===== config.mk =====
export PLATFORM = sky130hd
export DESIGN_NAME = vga_timing_gen
export DESIGN_NICKNAME = d
export VERILOG_FILES = /design/src/rtl/vga_timing_pkg.sv /design/src/rtl/vga_axis_counter.sv /design/src/rtl/vga_timing_gen.sv
export SDC_FILE = /design/constraint.sdc
export NUM_CORES = 1
export LEC_CHECK = 0
export ABC_AREA = 1
export CORE_MARGIN = 2
export CORE_UTILIZATION = 49
export DETAILED_ROUTE_END_ITERATION = 7
export PLACE_DENSITY = 0.81
export REMOVE_ABC_BUFFERS = 1
export SETUP_SLACK_MARGIN = 0.1
export SLEW_MARGIN = 20
export SYNTH_ARGS = -nofsm -noshare
export SYNTH_HDL_FRONTEND = slang
export SYNTH_SLANG_ARGS = --single-unit

===== constraint.sdc =====
create_clock -name CLK -period 1.7 [get_ports CLK]
set_input_delay 0.51 -clock CLK [delete_from_list [all_inputs] [get_ports CLK]]
set_output_delay 0.51 -clock CLK [all_outputs]
set_load 0.1 [all_outputs]

===== src/rtl/vga_timing_pkg.sv =====
// Shared constants and phase encodings for the VGA raster generator.
// Defaults describe 640x480@60.
package vga_timing_pkg;

  localparam int VGA_H_DISPLAY = 640;
  localparam int VGA_H_FRONT   = 16;
  localparam int VGA_H_SYNC    = 96;
  localparam int VGA_H_BACK    = 48;
  localparam int VGA_H_TOTAL   =
    VGA_H_DISPLAY + VGA_H_FRONT + VGA_H_SYNC + VGA_H_BACK;

  localparam int VGA_V_DISPLAY = 480;
  localparam int VGA_V_FRONT   = 10;
  localparam int VGA_V_SYNC    = 2;
  localparam int VGA_V_BACK    = 33;
  localparam int VGA_V_TOTAL   =
    VGA_V_DISPLAY + VGA_V_FRONT + VGA_V_SYNC + VGA_V_BACK;

  typedef enum logic [1:0] {
    ST_ACTIVE = 2'd0,
    ST_FRONT  = 2'd1,
    ST_SYNC   = 2'd2,
    ST_BACK   = 2'd3
  } phase_t;

endpackage


===== src/rtl/vga_axis_counter.sv =====
// One raster axis: position counter plus ACTIVE/FRONT/SYNC/BACK phase FSM.
// wrap is a decode of the current count so the next axis can advance on it.
module vga_axis_counter
  import vga_timing_pkg::*;
#(
  parameter int DISPLAY = 640,
  parameter int FRONT   = 16,
  parameter int SYNC    = 96,
  parameter int BACK    = 48,
  parameter int CNT_W   = 10
) (
  input  logic             CLK,
  input  logic             RST,
  input  logic             ce,
  output logic [CNT_W-1:0] cnt,
  output phase_t           phase,
  output logic             in_sync,
  output logic             active,
  output logic             wrap
);

  localparam int TOTAL = DISPLAY + FRONT + SYNC + BACK;

  localparam logic [CNT_W-1:0] LAST    = CNT_W'(TOTAL - 1);
  localparam logic [CNT_W-1:0] F_START = CNT_W'(DISPLAY);
  localparam logic [CNT_W-1:0] S_START = CNT_W'(DISPLAY + FRONT);
  localparam logic [CNT_W-1:0] B_START = CNT_W'(DISPLAY + FRONT + SYNC);

  logic [CNT_W-1:0] nxt;

  assign wrap = (cnt == LAST);
  assign nxt  = wrap ? '0 : cnt + CNT_W'(1);

  // Reset parks the axis on its last count so the first ce lands on 0.
  always_ff @(posedge CLK) begin
    if (RST) begin
      cnt     <= LAST;
      phase   <= ST_BACK;
      in_sync <= 1'b0;
      active  <= 1'b0;
    end else if (ce) begin
      cnt <= nxt;
      unique case (phase)
        ST_ACTIVE: if (nxt == F_START) begin
          phase  <= ST_FRONT;
          active <= 1'b0;
        end
        ST_FRONT: if (nxt == S_START) begin
          phase   <= ST_SYNC;
          in_sync <= 1'b1;
        end
        ST_SYNC: if (nxt == B_START) begin
          phase   <= ST_BACK;
          in_sync <= 1'b0;
        end
        ST_BACK: if (wrap) begin
          phase  <= ST_ACTIVE;
          active <= 1'b1;
        end
        default: phase <= ST_BACK;
      endcase
    end
  end

endmodule


===== src/rtl/vga_timing_gen.sv =====
// VGA raster timing: two chained axis counters advanced by the pixel strobe,
// with sync polarity applied and line/frame start pulses.
module vga_timing_gen
  import vga_timing_pkg::*;
#(
  parameter int H_DISPLAY = VGA_H_DISPLAY,
  parameter int H_FRONT   = VGA_H_FRONT,
  parameter int H_SYNC    = VGA_H_SYNC,
  parameter int H_BACK    = VGA_H_BACK,
  parameter int V_DISPLAY = VGA_V_DISPLAY,
  parameter int V_FRONT   = VGA_V_FRONT,
  parameter int V_SYNC    = VGA_V_SYNC,
  parameter int V_BACK    = VGA_V_BACK,
  parameter bit SYNC_POL  = 1'b0,
  parameter int CNT_W     = 10
) (
  input  logic             CLK,
  input  logic             RST,
  input  logic             pix_ce,
  output logic             hsync,
  output logic             vsync,
  output logic             video_on,
  output logic [CNT_W-1:0] pixel_x,
  output logic [CNT_W-1:0] pixel_y,
  output logic             line_start,
  output logic             frame_start
);

  phase_t h_phase;
  phase_t v_phase;
  logic   h_sync_on;
  logic   v_sync_on;
  logic   h_active;
  logic   v_active;
  logic   h_wrap;
  logic   v_wrap;
  logic   v_ce;

  assign v_ce = pix_ce & h_wrap;

  vga_axis_counter #(
    .DISPLAY(H_DISPLAY),
    .FRONT  (H_FRONT),
    .SYNC   (H_SYNC),
    .BACK   (H_BACK),
    .CNT_W  (CNT_W)
  ) u_h (
    .CLK    (CLK),
    .RST    (RST),
    .ce     (pix_ce),
    .cnt    (pixel_x),
    .phase  (h_phase),
    .in_sync(h_sync_on),
    .active (h_active),
    .wrap   (h_wrap)
  );

  vga_axis_counter #(
    .DISPLAY(V_DISPLAY),
    .FRONT  (V_FRONT),
    .SYNC   (V_SYNC),
    .BACK   (V_BACK),
    .CNT_W  (CNT_W)
  ) u_v (
    .CLK    (CLK),
    .RST    (RST),
    .ce     (v_ce),
    .cnt    (pixel_y),
    .phase  (v_phase),
    .in_sync(v_sync_on),
    .active (v_active),
    .wrap   (v_wrap)
  );

  assign hsync    = h_sync_on ~^ SYNC_POL;
  assign vsync    = v_sync_on ~^ SYNC_POL;
  assign video_on = h_active & v_active;

  logic h_end;
  logic v_end;

  // An axis only leaves its last count from the back porch.
  assign h_end = h_wrap & (h_phase == ST_BACK);
  assign v_end = v_wrap & (v_phase == ST_BACK);

  always_ff @(posedge CLK) begin
    if (RST) begin
      line_start  <= 1'b0;
      frame_start <= 1'b0;
    end else begin
      line_start  <= pix_ce & h_end;
      frame_start <= pix_ce & h_end & v_end;
    end
  end

endmodule


# == Word level (Yosys, flattened, before mapping) ==
# Cells that the tools add are included.
# totals
elab_cells,78
inputBits,3
output_inout_bits,25
reg_bits,30
# classes
bitwise,8
add_sub_neg,2
n_reduce_logical,12
mux,24
n_eq_ne,22
# ops
cell,n
$eq A10 B10 Y1 const B,5
$eq A10 B9 Y1 const B,3
$add A10 B1 Y10 const B,2
$mux W10,2
$mux W2,8
$pmux W2 S4,2
$reduce_and A4 Y1,4
$ne A2 B1 Y1 const B,7
$reduce_and A5 Y1,2
$eq A2 B2 Y1 const B,4
$mux W1,8
$pmux W1 S2,4
$reduce_bool A2 Y1,4
$and A1 B1 Y1,6
$eq A2 B1 Y1 const B,2
$logic_not A2 Y1,2
$ne A2 B2 Y1 const B,1
$not A1 Y1,2

# == Depth between registers and ports, before layout ==
# Gate-level depths: netlist of run 1.
# depth
word_depth,5
depth_mapped,15
depth_no_buf,15

# == Modules after synthesis ==
# Synthesis of run 1 repeated with hierarchy kept, for this count alone.
# hier_totals
hier_cells,327
area_unflattened_um2,2187.1
# modules_own_cells
module,area_each_um2,seq_area_each_um2,instances,cells_per_inst
vga_axis_counter (u_v),1087.3,280.3,1,160
vga_axis_counter (u_h),1007.2,280.3,1,152
vga_timing_gen,92.6,40.0,1,15

# == Least setup slack after synthesis of run 1 ==
# OpenSTA, ideal clock, no wires.
# synth_timing
path_type,flip-flop to flip-flop
startpoint,register u_h.cnt[1]
endpoint,register u_h.phase[0]
synth_period_minus_slack_ns,2.619
setup_ns,0.130
required_ns,1.570
n_path_buf,0
arrival_time_ns,2.490
stages_incl_launch_ff,13
setup_slack_ns,-0.919
path_cell_list,dfxtp_1 > ha_1 > nand2_2 > nor2_4 > nand3_4 > a21oi_4 > nand2_1 > nor2_1 > nand2_1 > a21oi_4 > nand2_1 > nand2_1 > nand3_1
# synth_via
elab_chain_cells,5
word_cells_on_any_way,11
classes_between,add/sub: 1; eq/ne: 8; mux: 1; reduce/logical: 1
# synth_rtl
item,line_no,rtl
"start, declared",vga_axis_counter.sv:15,"output logic [CNT_W-1:0] cnt,"
"start signal, assigned",vga_axis_counter.sv:42,cnt <= nxt;
$add A10 B1 Y10 or $eq A10 B10 Y1 (tied branches),"vga_axis_counter.sv:32, vga_axis_counter.sv:31",
$mux W10,vga_axis_counter.sv:32,assign nxt = wrap ? '0 : cnt + CNT_W'(1);
$eq A10 B10 Y1 (on tied branches),"vga_axis_counter.sv:52, vga_axis_counter.sv:44, vga_axis_counter.sv:48",
$ne A2 B1 Y1 (no source line),--,
$reduce_and A5 Y1 (no source line) *,--,
"end signal, assigned",vga_axis_counter.sv:38,phase <= ST_BACK;
"end signal, assigned",vga_axis_counter.sv:53,phase <= ST_BACK;
"end signal, assigned",vga_axis_counter.sv:57,phase <= ST_ACTIVE;
"end, declared",vga_axis_counter.sv:16,"output phase_t phase,"
# Mark *: on every way between the ends. The rest lies on a longest branch, timed or not.
# A chain may end at the register's enable or synchronous reset.

# == Final worst setup path of run 1 ==
# layout_timing
startpoint,register u_h.cnt[5]
endpoint,register u_h.phase[0]
# Same word-level chain as after synthesis.

==> reports/qor.yml, run 1 <==
place:
  io_buffers: 27
  hpwlAfterDp_um: 4000
  gp_routability_congestion: 0.885
  dpl.cell_count: 421
  minimum_setup_slack_after_placement_ps: -271
worst_setup_path:
  arrival_ps: 2140
  rrSetupSlack_ps: -260
  startpoint_type: "flop"
  timing_worst_setup_path_type: "reg2reg"
  crit_path_end_kind: "flop"
  regToRegEndpoint: "u_h.phase[0]"
  rr_worst_depth: 11
  data_required_critical_path_ps: 1880
  crit_fanout: 5
  worstReg2RegStart: "u_h.cnt[5]"
die:
  height_of_the_die_um: 68.2
  dieArea_mm2: 0.00465
  chipWidth_um: 68.2
  std_cell_rows: 23
  initial_utilization_pct: 50.9
  ios: 28
  std_cell_core_area_mm2: 0.00397
flow_run:
  cap_viol_max_count: 0
yosys:
  syn-mean-instance-area_um2: 6.60
  synth.cell_area_mm2: 0.00202
  synthTopCellsByArea: "sky130_fd_sc_hd__dfxtp_1, sky130_fd_sc_hd__nand2_1, sky130_fd_sc_hd__inv_1"
  synth_seq_area_share_pct: 29.7
  post_synth_inst_count: 306
  yosys.cell_types.count: 29
  ys_seq_elements: 30
  ys_warns: 0
  netlist.top_cell.by_area: "sky130_fd_sc_hd__dfxtp_1"
  synthDominantCellAreaShare_pct: 29.7
timing:
  worst_pin_slew_ps: 261
  period_needed_ps: 1960
  postLayoutSetupSlackWorst_ps: -255
  grt_setup_unrepaired: "yes"
  finalSetupViolCount: 8
  timing.final.max_slew_violations: 0
  worst_slew_margin_relative_to_its_limit_pct: 82.5
  finalHoldWorstSlack_ps: 486
  timing.fmax_ghz: 0.512
  hold_viol_final: 0
  worst_clock_skew_ps: 6.01
  layout_worst_path_cycle_share_pct: 115
grt:
  first_global_vias: 2179
  grt_antenna_before_repair: 0
  global_route.overflow_total: 0
  largest_net_degree_at_the_start_of_global_routing: 14
  globalRouteTotalUtil_pct: 27.9
  grt_pass1_wl_um: 9530
power:
  power_share_of_the_sequential_group_pct: 29.3
  p_leak_nw: 1.64
  cellPowerDensity_mw_per_mm2: 855
  combinational_power_share_pct: 50.8
  switching_power_mw: 1.25
  peakVddDrop_mv: 0.761
  overall_power_mw: 2.86
  power_switching_share_pct: 43.7
  clk_pwr_share_pct: 19.9
  p_int_mw: 1.61
route:
  detailedRoute.firstPassIterationCount: 5
  drc_violation_count_after_routing: 0
  drt_iter0_drc: 119
  via_count: 2392
  routed_wl_um: 6290
  routed_wire_length_per_instance_um: 14.3
  avgViaCountPerCell: 5.42
  ant_nets: 0
clock_tree:
  cts-root-buf: "sky130_fd_sc_hd__clkbuf_8"
  tritoncts_num_sinks: 30
  insertion_delay_ps: 290
  cts_clock_pin_slew_for_the_worst_setup_and_hold_paths_ps: 70
  clock_path_buffers: 2
  htree_num_levels: 2
  cts_buffers: 5
  cts_tree: "done"
min_path:
  min_delay_worst_endpoint: "u_h.active"
  holdPathStages: 2
  worst_hold_path_startpoint: "u_h.active"
  hold_class: "reg2reg"
finish:
  most_frequent_cells_in_the_layout: "sky130_fd_sc_hd__nand2_1, sky130_fd_sc_hd__buf_4, sky130_fd_sc_hd__inv_1, sky130_fd_sc_hd__buf_12"
  area_growth_syn_to_layout_pct: 65.3
  layout.cells.most_common: "sky130_fd_sc_hd__nand2_1"
  layout-drive-gt1-share_pct: 40.9
  number_of_standard_cells_in_the_layout_taps_in_and_fillers_out: 441
  final_nets: 407
  diodes: 0
  final-seq-area_um2: 614
  multiInputGateArea_mm2: 0.00142
  layout.core_utilization_pct: 84.1
  fillerInstances: 216
status:
  failing_checks: "setup timing"
  status: "complete, but fails checks"
==> what timing repair did <==
action                                  in CTS  in global routing
gates resized for setup                     32                 42
buffers inserted                             6                  7
hold buffers                                 0                  0
pin swaps                                   24                 26
endpoints found under the setup margin      16                 19
==> state kept, by name, summed over array words and instances (netlist names) <==
signal / count
frame_start: 1
line_start: 1
u_h.active: 1
u_h.cnt: 10
u_h.in_sync: 1
u_h.phase: 2
u_v.active: 1
u_v.cnt: 10
u_v.in_sync: 1
u_v.phase: 2
==> final cells by class <==
type	count	share of cell area (%)
clock buffer	7	2.28
tap	50	1.87
timing repair buffer	85	29.4
inverter	48	5.66
sequential	30	18.4
multi-input combinational	221	42.4
==> layer usage <==
metal | track usage (%) | up-vias | routed length (µm)
met5 | 0 | - | 0
met1 | 31.5 | 1082 | 2330
met4 | 14.2 | 0 | 285
met2 | 48.7 | 133 | 3240
li1 | - | 1137 | -
met3 | 6.41 | 40 | 426
==> worst max-delay path, cell delays in order, from the launching register on <==
cell and delay, ps:
sky130_fd_sc_hd__dfxtp_1 420, sky130_fd_sc_hd__nand2_1 160, sky130_fd_sc_hd__nor2_1 250, sky130_fd_sc_hd__nand3_1 150
sky130_fd_sc_hd__nand3_2 150, sky130_fd_sc_hd__nand2_1 80, sky130_fd_sc_hd__nor2_1 130, sky130_fd_sc_hd__nand2_1 110
sky130_fd_sc_hd__a21oi_4 200, sky130_fd_sc_hd__nand2_2 80, sky130_fd_sc_hd__nand2_1 70, sky130_fd_sc_hd__nand3_1 60
==> cells in the mapped netlist (all sizes together) <==
| cell | count |
|---|---|
| a211oi | 1 |
| a21boi | 1 |
| a21oi | 23 |
| buf | 2 |
| clkbuf | 5 |
| dfxtp | 30 |
| ha | 13 |
| inv | 48 |
| nand2 | 86 |
| nand3 | 32 |
| nand3b | 2 |
| nand4 | 1 |
| nor2 | 33 |
| nor4b | 1 |
| o211ai | 3 |
| o21ai | 20 |
| or2 | 2 |
| xnor2 | 1 |
| xor2 | 2 |
==> metrics by stage <==
| stage | cell area [µm²] | setup TNS (ps) |
|---|---|---|
| 3_3_place_gp | 2930 | -781 |
| 6_report | 3340 | -1500 |
| 2_1_floorplan | 1990 | -19390 |
| 3_5_place_dp | 2930 | -1520 |
| 5_1_grt | 3340 | -2730 |
| 4_1_cts | 3140 | -942 |
==> kinds of logic (layout without fill, tap and decap cells) <==
kind of cell             after synthesis  in the layout  synth area share (%)
adder cells (fa/ha/maj)               13             13                  8.05
XOR/XNOR                               3              3                  1.67
AO/OA/AOI/OAI                         48             48                  14.0
AND/OR/NAND/NOR                      157            157                  36.2
flip-flops                            30             30                  29.7
buffers and inverters                 55            140                  10.3
==> worst max path at each step <==
stage	start	to	slack, ps	cells past startpoint
after global placement	u_v.cnt[1]	u_v.phase[1]	-180	12
after CTS	u_v.cnt[0]	u_v.phase[1]	-170	13
after floorplan	u_h.cnt[1]	u_v.phase[0]	-1040	11
after detailed placement	u_v.cnt[1]	u_v.phase[1]	-270	12
final	u_h.cnt[5]	u_h.phase[0]	-260	11
after global routing	u_h.cnt[5]	u_h.phase[1]	-390	11
==> power groups by stage <==
stage / clock network, mW / registers, mW / logic, mW
floorplan: 0 / 1.10 / 0.497
global route: 0.591 / 0.842 / 1.55
detailed placement: 0 / 0.837 / 1.21
CTS: 0.554 / 0.829 / 1.32
finish: 0.569 / 0.836 / 1.45
global placement: 0 / 0.832 / 1.19
(Power assumes the default switching activity.)
==> inputs of run 2 (changes only) <==
--- a/config.mk
+++ b/config.mk
@@ -6,10 +6,11 @@
 export NUM_CORES = 1
 export LEC_CHECK = 0
 export ABC_AREA = 1
+export CAP_MARGIN = 25
 export CORE_MARGIN = 2
-export CORE_UTILIZATION = 49
+export CORE_UTILIZATION = 59
 export DETAILED_ROUTE_END_ITERATION = 7
-export PLACE_DENSITY = 0.81
+export PLACE_DENSITY = 0.9
 export REMOVE_ABC_BUFFERS = 1
 export SETUP_SLACK_MARGIN = 0.1
 export SLEW_MARGIN = 20
==> constraint.sdc (replaced) <==
create_clock -name CLK -period 2.3 [get_ports CLK]
set_input_delay 0.69 -clock CLK [delete_from_list [all_inputs] [get_ports CLK]]
set_output_delay 0.69 -clock CLK [all_outputs]
set_load 0.1 [all_outputs]
==> run 2 against run 1 <==
The run now ends clean. Largest power group unchanged. Combinational power fell by 49%. Total power fell by 37%. Critical endpoint is now u_v.phase[0]. Highest routed layer unchanged. Largest cell class unchanged. Register-to-register slack improved by 470 ps.
==> reports/qor.yml, run 2 (synthesis gave the netlist of run 1 again) <==
clock_tree:
  insertion_delay_ps: 340
  clock_path_buffers: 2
  htree_num_levels: 2
  tritoncts_num_sinks: 30
  cts_clock_pin_slew_for_the_worst_setup_and_hold_paths_ps: 100
  cts_buffers: 5
  cts-root-buf: "sky130_fd_sc_hd__clkbuf_4"
  holdBufCountCts: 0
  cts_tree: "done"
finish:
  final_nets: 356
  most_frequent_cells_in_the_layout: "sky130_fd_sc_hd__nand2_1, sky130_fd_sc_hd__inv_1, sky130_fd_sc_hd__buf_4, sky130_fd_sc_hd__nand3_1, sky130_fd_sc_hd__dfxtp_1"
  layout.core_utilization_pct: 74.9
  multiInputGateArea_mm2: 0.00123
  layout-drive-gt1-share_pct: 21.5
  fillerInstances: 280
  final-seq-area_um2: 606
  area_growth_syn_to_layout_pct: 22.7
  layout.cells.most_common: "sky130_fd_sc_hd__nand2_1"
  diodes: 0
  final_area_mm2: 0.00248
  reg.largest.list: "u_h.cnt (10), u_v.cnt (10)"
worst_setup_path:
  cp_slowest_cell: "sky130_fd_sc_hd__dfxtp_2"
  crit_fanout: 6
  critical-path-top-cell-by-count: "sky130_fd_sc_hd__nand3_1"
  cp_cell_sequence: "ha_2 > nand2_2 > nor2_4 > nand2_1 > o21ai_1 > nand2_1 > nor2_2 > nand3_1 > a21oi_2 > buf_4 > nand3_1 > nand3_1"
  crit_path_end_kind: "flop"
  timing_worst_setup_path_type: "reg2reg"
  startpoint_type: "flop"
  data_required_critical_path_ps: 2590
  cpPeakStageDelay_ps: 420
  arrival_ps: 2380
route:
  via_count: 1994
  routed_wl_um: 4610
  routedLengthMet1_um: 1940
  drc_violation_count_after_routing: 0
  route.met2.wl_um: 2290
  drt_iter0_drc: 146
  dr.max_layer_used: "met4"
  avgViaCountPerCell: 5.17
  ant_nets: 0
  routed-wl-met3_um: 270
  detailedRoute.firstPassIterationCount: 4
  routed_wire_length_per_instance_um: 12.0
timing:
  grt_setup_unrepaired: "no"
  timing.fmax_ghz: 0.479
  worst_pin_slew_ps: 368
  period_needed_ps: 2090
  worst_slew_margin_relative_to_its_limit_pct: 75.4
  postLayoutSetupSlackWorst_ps: 213
  finalSetupViolCount: 0
  finalHoldWorstSlack_ps: 474
  worst_clock_skew_ps: 13.9
  layout_worst_path_cycle_share_pct: 90.7
  hold_viol_final: 0
  timing.final.max_slew_violations: 0
power:
  p_leak_nw: 1.27
  peakVddDrop_mv: 0.675
  cellPowerDensity_mw_per_mm2: 728
die:
  chipWidth_um: 62.5
  std_cell_rows: 21
  std_cell_core_area_mm2: 0.00331
  ios: 28
  dieArea_mm2: 0.00391
  height_of_the_die_um: 62.5
  initial_utilization_pct: 61.0
grt:
  largest_net_degree_at_the_start_of_global_routing: 14
  global_route.overflow_total: 0
  first_global_vias: 1868
  globalRouteTotalUtil_pct: 24.9
  grt_pass1_wl_um: 7850
  grt_antenna_before_repair: 0
place:
  placed_instance_area_mm2: 0.00236
  io_buffers: 27
  minimum_setup_slack_after_placement_ps: 159
  gp_routability_congestion: 0.887
  hpwlAfterDp_um: 3400
flow_run:
  cap_viol_max_count: 0
min_path:
  hold_class: "reg2reg"
status:
  status: "completed"
-- run 2: timing repair --
action,4_1_cts,5_1_grt
gates resized for setup,0,9
endpoints found under the setup margin,0,6
buffers inserted,0,2
-- run 2: cell type report --
type,instances,share of cell area (%)
Timing Repair Buffer,34,13.0
Inverter,48,7.27
Tap cell,46,2.32
Sequential cell,30,24.4
Multi-Input combinational cell,221,49.7
Clock inverter,1,1.21
Clock buffer,6,2.07
-- run 2: where the power goes --
group | switching [mW] | internal, mW | leakage (nW)
logic | 0.526 | 0.215 | 0.977
registers | 0.0571 | 0.569 | 0.246
clock network | 0.185 | 0.253 | 0.0443
-- run 2: final timing paths --
path | from | end | slack (ps) | cells after the start
max | u_v.cnt[0] | u_v.phase[0] | 210 | 12
min reg2reg | u_h.active | u_h.active | 470 | 2
min | u_h.active | u_h.active | 470 | 2
max reg2reg | u_v.cnt[0] | u_v.phase[0] | 210 | 12
-- run 2: metal layers --
metal,GRT usage (%),vias up
li1,-,1035
met1,29.4,892
met2,42.9,56
met3,5.95,11
met4,11.1,0
met5,0,-
-- run 2: worst max-delay path, delay by kind of cell (launching register included) --
kind	cells	cell delay [ps]
AO/OA/AOI/OAI	2	330
adder cells (fa/ha/maj)	1	240
buffers and inverters	1	140
flip-flops	1	420
AND/OR/NAND/NOR	8	920
-- run 2: per-stage QoR --
step	std cells	power [mW]	TNS, ps
final	386	1.80	0
after global routing	386	1.91	0
after CTS	384	1.79	0
after detailed placement	377	1.35	0
after global placement	377	1.33	0
after floorplan	299	1.18	-4610
==> inputs of run 3 (changes only) <==
--- a/config.mk
+++ b/config.mk
@@ -6,7 +6,7 @@
 export NUM_CORES = 1
 export LEC_CHECK = 0
 export ABC_AREA = 1
-export CAP_MARGIN = 25
+export CAP_MARGIN = 15
 export CORE_MARGIN = 2
 export CORE_UTILIZATION = 59
 export DETAILED_ROUTE_END_ITERATION = 7
==> results of run 3 <==
The final DEF is identical to that of run 2; final timing and power are the same.
